===== config.mk =====
export PLATFORM = sky130hd
export DESIGN_NAME = fft_butterfly
export DESIGN_NICKNAME = d
export VERILOG_FILES = /design/src/rtl/fft_butterfly_pkg.sv /design/src/rtl/fft_butterfly_cmul_q15.sv /design/src/rtl/fft_butterfly.sv
export SDC_FILE = /design/constraint.sdc
export NUM_CORES = 2
export LEC_CHECK = 0
export CAP_MARGIN = 20
export CORE_MARGIN = 10
export CORE_UTILIZATION = 45
export DETAILED_ROUTE_END_ITERATION = 16
export PLACE_DENSITY = 0.63
export SLEW_MARGIN = 15
export SYNTH_ARGS = -nofsm -noshare
export SYNTH_HDL_FRONTEND = slang
export SYNTH_SLANG_ARGS = --single-unit

===== constraint.sdc =====
create_clock -name clk -period 29.2 [get_ports clk]
set_clock_uncertainty 0.2 [all_clocks]
set_input_delay 5.84 -clock clk [delete_from_list [all_inputs] [get_ports clk]]
set_output_delay 5.84 -clock clk [all_outputs]
set_load 0.05 [all_outputs]

===== src/rtl/fft_butterfly_pkg.sv =====
// Shared FFT datapath defaults: sample/twiddle formats, FFT length, rounding and saturation constants.
// Imported by every FFT stage so all stages agree on Q formats and limits.
package fft_butterfly_pkg;

  localparam int DEF_Q_IN    = 15;
  localparam int DEF_Q_COEFF = 15;
  localparam int DEF_Q_OUT   = 15;
  localparam int DEF_N       = 256;

  // Half-LSB added before dropping q fractional bits (round half up).
  function automatic int round_const(input int q);
    return 1 << (q - 1);
  endfunction

  function automatic int sat_max(input int q);
    return (1 << q) - 1;
  endfunction

  function automatic int sat_min(input int q);
    return -(1 << q);
  endfunction

endpackage


===== src/rtl/fft_butterfly_cmul_q15.sv =====
// Pipelined complex multiply p = x * w with round-half-up and arithmetic shift by QC.
// Latency 2 cycles (products, then combine/round/shift); valid rides alongside, no backpressure.
module fft_butterfly_cmul_q15
  import fft_butterfly_pkg::*;
#(
  parameter int QI = DEF_Q_IN,
  parameter int QC = DEF_Q_COEFF
) (
  input  logic               clk,
  input  logic               reset,
  input  logic               valid_in,
  input  logic signed [QI:0] x_real,
  input  logic signed [QI:0] x_imag,
  input  logic signed [QC:0] w_real,
  input  logic signed [QC:0] w_imag,
  output logic               valid_out,
  output logic signed [QI+2:0] p_real,
  output logic signed [QI+2:0] p_imag
);

  // Full-width products: -2^QI * -2^QC = 2^(QI+QC) still fits as a positive value.
  localparam int PW = QI + QC + 2;
  localparam int OW = QI + 3;
  localparam logic signed [PW:0] RND = (PW+1)'(round_const(QC));

  logic                 s2_vld;
  logic signed [PW-1:0] rr, ii, ri, ir;
  logic signed [PW:0]   sum_r, sum_i;

  always_ff @(posedge clk or posedge reset) begin
    if (reset) begin
      s2_vld <= 1'b0;
      rr     <= '0;
      ii     <= '0;
      ri     <= '0;
      ir     <= '0;
    end else begin
      s2_vld <= valid_in;
      rr     <= PW'(x_real) * PW'(w_real);
      ii     <= PW'(x_imag) * PW'(w_imag);
      ri     <= PW'(x_real) * PW'(w_imag);
      ir     <= PW'(x_imag) * PW'(w_real);
    end
  end

  always_comb begin
    sum_r = (PW+1)'(rr) - (PW+1)'(ii) + RND;
    sum_i = (PW+1)'(ri) + (PW+1)'(ir) + RND;
  end

  always_ff @(posedge clk or posedge reset) begin
    if (reset) begin
      valid_out <= 1'b0;
      p_real    <= '0;
      p_imag    <= '0;
    end else begin
      valid_out <= s2_vld;
      p_real    <= OW'(sum_r >>> QC);
      p_imag    <= OW'(sum_i >>> QC);
    end
  end

endmodule


===== src/rtl/fft_butterfly.sv =====
// Radix-2 DIT butterfly y0 = x0 + W*x1, y1 = x0 - W*x1, 4-cycle latency, one pair per cycle, no backpressure.
// Build option FFT_BF_SCALE_EN: halve each result (per-stage 1/2 scaling) instead of full-scale saturation.
module fft_butterfly
  import fft_butterfly_pkg::*;
#(
  parameter int Q_IN    = DEF_Q_IN,
  parameter int Q_COEFF = DEF_Q_COEFF,
  parameter int Q_OUT   = DEF_Q_OUT,
  parameter int N       = DEF_N
) (
  input  logic                  clk,
  input  logic                  reset,
  input  logic                  valid_in,
  input  logic signed [Q_IN:0]  data_in_real_0,
  input  logic signed [Q_IN:0]  data_in_imag_0,
  input  logic signed [Q_IN:0]  data_in_real_1,
  input  logic signed [Q_IN:0]  data_in_imag_1,
  input  logic signed [Q_COEFF:0] coeff_in_real,
  input  logic signed [Q_COEFF:0] coeff_in_imag,
  output logic                  valid_out,
  output logic signed [Q_OUT:0] data_out_real_0,
  output logic signed [Q_OUT:0] data_out_imag_0,
  output logic signed [Q_OUT:0] data_out_real_1,
  output logic signed [Q_OUT:0] data_out_imag_1,
  output logic                  frame_done
);

  localparam int SW    = Q_IN + 3;
  localparam int CNT_W = $clog2(N / 2);
  localparam logic [CNT_W-1:0]   LAST    = CNT_W'(N / 2 - 1);
  localparam logic signed [SW-1:0] OUT_MAX = SW'(sat_max(Q_OUT));
  localparam logic signed [SW-1:0] OUT_MIN = SW'(sat_min(Q_OUT));

  logic                  s1_vld;
  logic signed [Q_IN:0]  s1_x0r, s1_x0i, s1_x1r, s1_x1i;
  logic signed [Q_COEFF:0] s1_wr, s1_wi;
  logic signed [Q_IN:0]  s2_x0r, s2_x0i, s3_x0r, s3_x0i;
  logic                  s3_vld;
  logic signed [SW-1:0]  s3_pr, s3_pi;
  logic signed [SW-1:0]  sum0_r, sum0_i, sum1_r, sum1_i;
  logic [CNT_W-1:0]      bfly_cnt;

  function automatic logic signed [Q_OUT:0] scale_sat(input logic signed [SW-1:0] v);
    logic signed [SW-1:0] t;
`ifdef FFT_BF_SCALE_EN
    t = v >>> 1;
`else
    t = v;
`endif
    if (t > OUT_MAX)      return (Q_OUT+1)'(OUT_MAX);
    else if (t < OUT_MIN) return (Q_OUT+1)'(OUT_MIN);
    else                  return (Q_OUT+1)'(t);
  endfunction

  // S1 input register plus the two-deep x0 delay matching the multiplier latency.
  always_ff @(posedge clk or posedge reset) begin
    if (reset) begin
      s1_vld <= 1'b0;
      s1_x0r <= '0;
      s1_x0i <= '0;
      s1_x1r <= '0;
      s1_x1i <= '0;
      s1_wr  <= '0;
      s1_wi  <= '0;
      s2_x0r <= '0;
      s2_x0i <= '0;
      s3_x0r <= '0;
      s3_x0i <= '0;
    end else begin
      s1_vld <= valid_in;
      s1_x0r <= data_in_real_0;
      s1_x0i <= data_in_imag_0;
      s1_x1r <= data_in_real_1;
      s1_x1i <= data_in_imag_1;
      s1_wr  <= coeff_in_real;
      s1_wi  <= coeff_in_imag;
      s2_x0r <= s1_x0r;
      s2_x0i <= s1_x0i;
      s3_x0r <= s2_x0r;
      s3_x0i <= s2_x0i;
    end
  end

  fft_butterfly_cmul_q15 #(
    .QI (Q_IN),
    .QC (Q_COEFF)
  ) u_cmul (
    .clk       (clk),
    .reset     (reset),
    .valid_in  (s1_vld),
    .x_real    (s1_x1r),
    .x_imag    (s1_x1i),
    .w_real    (s1_wr),
    .w_imag    (s1_wi),
    .valid_out (s3_vld),
    .p_real    (s3_pr),
    .p_imag    (s3_pi)
  );

  always_comb begin
    sum0_r = SW'(s3_x0r) + s3_pr;
    sum0_i = SW'(s3_x0i) + s3_pi;
    sum1_r = SW'(s3_x0r) - s3_pr;
    sum1_i = SW'(s3_x0i) - s3_pi;
  end

  // Output data only loads on a valid result so it holds across bubbles.
  always_ff @(posedge clk or posedge reset) begin
    if (reset) begin
      valid_out       <= 1'b0;
      frame_done      <= 1'b0;
      bfly_cnt        <= '0;
      data_out_real_0 <= '0;
      data_out_imag_0 <= '0;
      data_out_real_1 <= '0;
      data_out_imag_1 <= '0;
    end else begin
      valid_out  <= s3_vld;
      frame_done <= s3_vld && (bfly_cnt == LAST);
      if (s3_vld) begin
        bfly_cnt        <= (bfly_cnt == LAST) ? '0 : bfly_cnt + CNT_W'(1);
        data_out_real_0 <= scale_sat(sum0_r);
        data_out_imag_0 <= scale_sat(sum0_i);
        data_out_real_1 <= scale_sat(sum1_r);
        data_out_imag_1 <= scale_sat(sum1_i);
      end
    end
  end

endmodule


==> metrics.md <==
| Metric | Value |
|---|---|
| Synth-to-Final Area Change | `8.782%` |
| CTS Buf Count | `between 50 and 60` |
| Area leader, netlist | `fa_1` |
| Hpwl dp | `roughly 100000 um` |
| FFs w/ async S/R, synth | `100.0%` |
| N_diodes | `0` |
| Vias in the first global route | `around 40k` |
| Largest net degree at the start of global routing | `about 110` |
| WL per Instance | `roughly 18 um` |
| Sequential cell area | `10020 um^2` |
| Hold path endpoint | `s3_x0i[8]` |
| Synthesized cell area | `between 50000 and 60000 um^2` |
| Reg2reg end | `u_cmul.ri[31]` |
| Outcome | `finished clean` |
| Post-synth EDFFs | `0` |
| Nets | `around 7.5k` |
| Synth cell count leaders | `inv_1 (1313), fa_1 (1052), nand2_1 (545)` |
| Yosys reg bits | `400` |
| Clock sinks | `400` |
| Pins Over Slew Limit | `0` |
| Final ANT Viol Nets | `0` |
| Final Hold Fails | `0` |
| Worst Reg-to-Reg Cells | `21` |
| Die ar. | `141500 um^2` |
| Die Height | `~380 um` |
| Worst Path Arrival | `about 8.4 ns` |
| Synth Warn # | `0` |
| Worst r2r src | `s1_wi[15]` |
| CTS resizes | `0` |
| Hold Path Stages | `0` |
| Final min period | `7.938 ns` |
| Top cell type's share of synthesized area | `around 37%` |
| Drt via density | `about 5.1` |
| GRT overflow | `0` |
| Reg2Reg Setup Slack | `21.75 ns` |
| Reg clk slew, reported paths | `about 0.070 ns` |
| DRC | `0` |
| Via count | `38.78k` |
| Critical Path RT | `roughly 30 ns` |
| Fmax | `126.0 MHz` |
| Global-route wire length before repair | `approximately 220000 um` |
| Placer Congestion | `roughly 0.89` |
| Post-CTS setup buffer count | `0` |
| Tcrit/Tclk final | `about 27%` |
| Port bufs | `around 160` |
| Num rows | `130` |
| Core area | `about 130000 um^2` |
| Worst-skew pair later-pin latency | `between 0.6 and 0.7 ns` |
| Post-Syn Nets | `between 7k and 8k` |
| Clock H-tree levels | `2` |
| Yosys cell types | `106` |
| Seq/Total Area, Yosys | `around 18%` |
| Final setup TNS | `0 ns` |
| Multi-input logic area | `a little over 40000 um^2` |
| Share of cells above drive strength 1 | `3.859%` |
| Worst-Margin Slew | `around 1.0 ns` |
| Main synth FF type | `dfrtp_1` |
| Iteration-0 DRC Markers | `between 2k and 2.5k` |
| Max cap viols | `0` |
| Synth top area cells | `fa_1 (37%), dfrtp_1 (18%), ha_1 (11%), inv_1 (8.6%), and2_1 (5.5%)` |
| Mapped Cells | `around 5.8k` |
| CP max FO | `around 110` |
| CTS Buffer Depth | `3` |
| Filler cells | `11.69k` |
| Most frequent cell after synthesis | `inv_1` |
| Initial Util | `roughly 45%` |
| Initial antenna violation count | `2` |
| GRT Total Usage | `19.42%` |
| Die X | `about 380 um` |
| Syn avg cell area | `~10 um^2` |
| First-pass iteration count of the detailed router | `7` |
| Setup crit end kind | `async pin` |
| Min-Delay Path Class | `reg2reg` |
| Root Buffer | `clkbuf_16` |
| RSZ-0062 raised after global routing | `false` |
| Critical path class | `in2async` |
| CTS tree | `yes` |
| Min-delay src | `s2_x0i[8]` |
| Hold_buf cts | `0` |
| Worst slew margin | `30.87%` |
| Routed wire length | `about 130000 um` |
| Setup Viol. Count Final | `0` |
| CP Launch Type | `primary input` |
| I/O pin cnt | `165` |
[sequential cells by signal (all words and copies together), names as in the netlist, 18 cells and up]
register       cells
u_cmul.ri         32
u_cmul.rr         32
u_cmul.p_imag     18
u_cmul.ii         32
u_cmul.p_real     18
u_cmul.ir         32
[final cells by class]
type / count / share of cell area [%]
clock buffer: 61 / 2.213
clock inverter: 33 / 0.6408
inverter: 1316 / 7.968
multi-input combinational: 3867 / 66.24
sequential: 400 / 16.13
tap: 1650 / 3.325
timing repair buffer: 231 / 3.478
[layout by cell type, fill, tap and decap left out, drive strengths merged, types with 48 or more instances in the layout]
| cell | instances |
|---|---|
| dfrtp | 400 |
| a21oi | 188 |
| ha | 519 |
| buf | 67 |
| o21ai | 102 |
| inv | 1319 |
| nand2 | 545 |
| xor2 | 57 |
| and2 | 499 |
| a21o | 60 |
| clkdlybuf4s50 | 164 |
| xnor2 | 167 |
| fa | 1052 |
| clkbuf | 61 |
| nor2 | 191 |
| nor3 | 48 |
[logic make-up after synthesis]
kind of cell               count (synthesis)  share of synthesized area (%)
buffers and inverters                   1547                          10.40
and+or+nand+nor                         1451                          12.63
adders and majority gates               1571                          48.27
muxes                                      6                         0.1118
xor gates and xnor gates                 224                          3.437
DFF                                      400                          17.54
AOI/OAI and AO/OA                        615                          7.609
[worst max-delay path: stages]
cell and delay (ns):
clkdlybuf4s50_1 0.50, inv_8 0.52, buf_4 0.73, buf_4 0.70
[layer usage]
metal / up-vias / wire length [um] / part of all wire (%) / global-route usage, %
li1: 17760 / - / - / -
met2: 1001 / 58770 / 44 / 29.88
met4: 0 / 3362 / 2.5 / 4.723
met1: 19880 / 62380 / 47 / 28.70
met3: 140 / 8183 / 6.2 / 2.850
met5: - / 0 / 0 / 0
[stage by stage]
stage                     cells  hold WS [ns]  worst slack [ns]  util [%]  cell area, um^2
after global placement     7462        0.1336             20.44     47.95            60290
after global routing       7558        0.1456             20.84     49.38            62090
final                      7558        0.1411             21.26     49.38            62090
after floorplan            5814        0.1312             12.04         -            57080
after CTS                  7556        0.1436             21.10     49.36            62060
after detailed placement   7462        0.1347             20.40     47.95            60290
[worst max-delay path by stage]
stage,slack [ns],depth (start not counted),from,end
after floorplan,12.04,1,reset,bfly_cnt[0]
after CTS,21.10,4,reset,s2_x0i[15]
after global placement,20.44,4,reset,u_cmul.p_imag[14]
after global routing,20.84,4,reset,s3_x0i[13]
final,21.26,4,reset,u_cmul.ii[28]
after detailed placement,20.40,4,reset,s1_x0i[15]
Power is not shown: default switching activity piles up to over one toggle a cycle in this logic, so the estimate is an artifact.
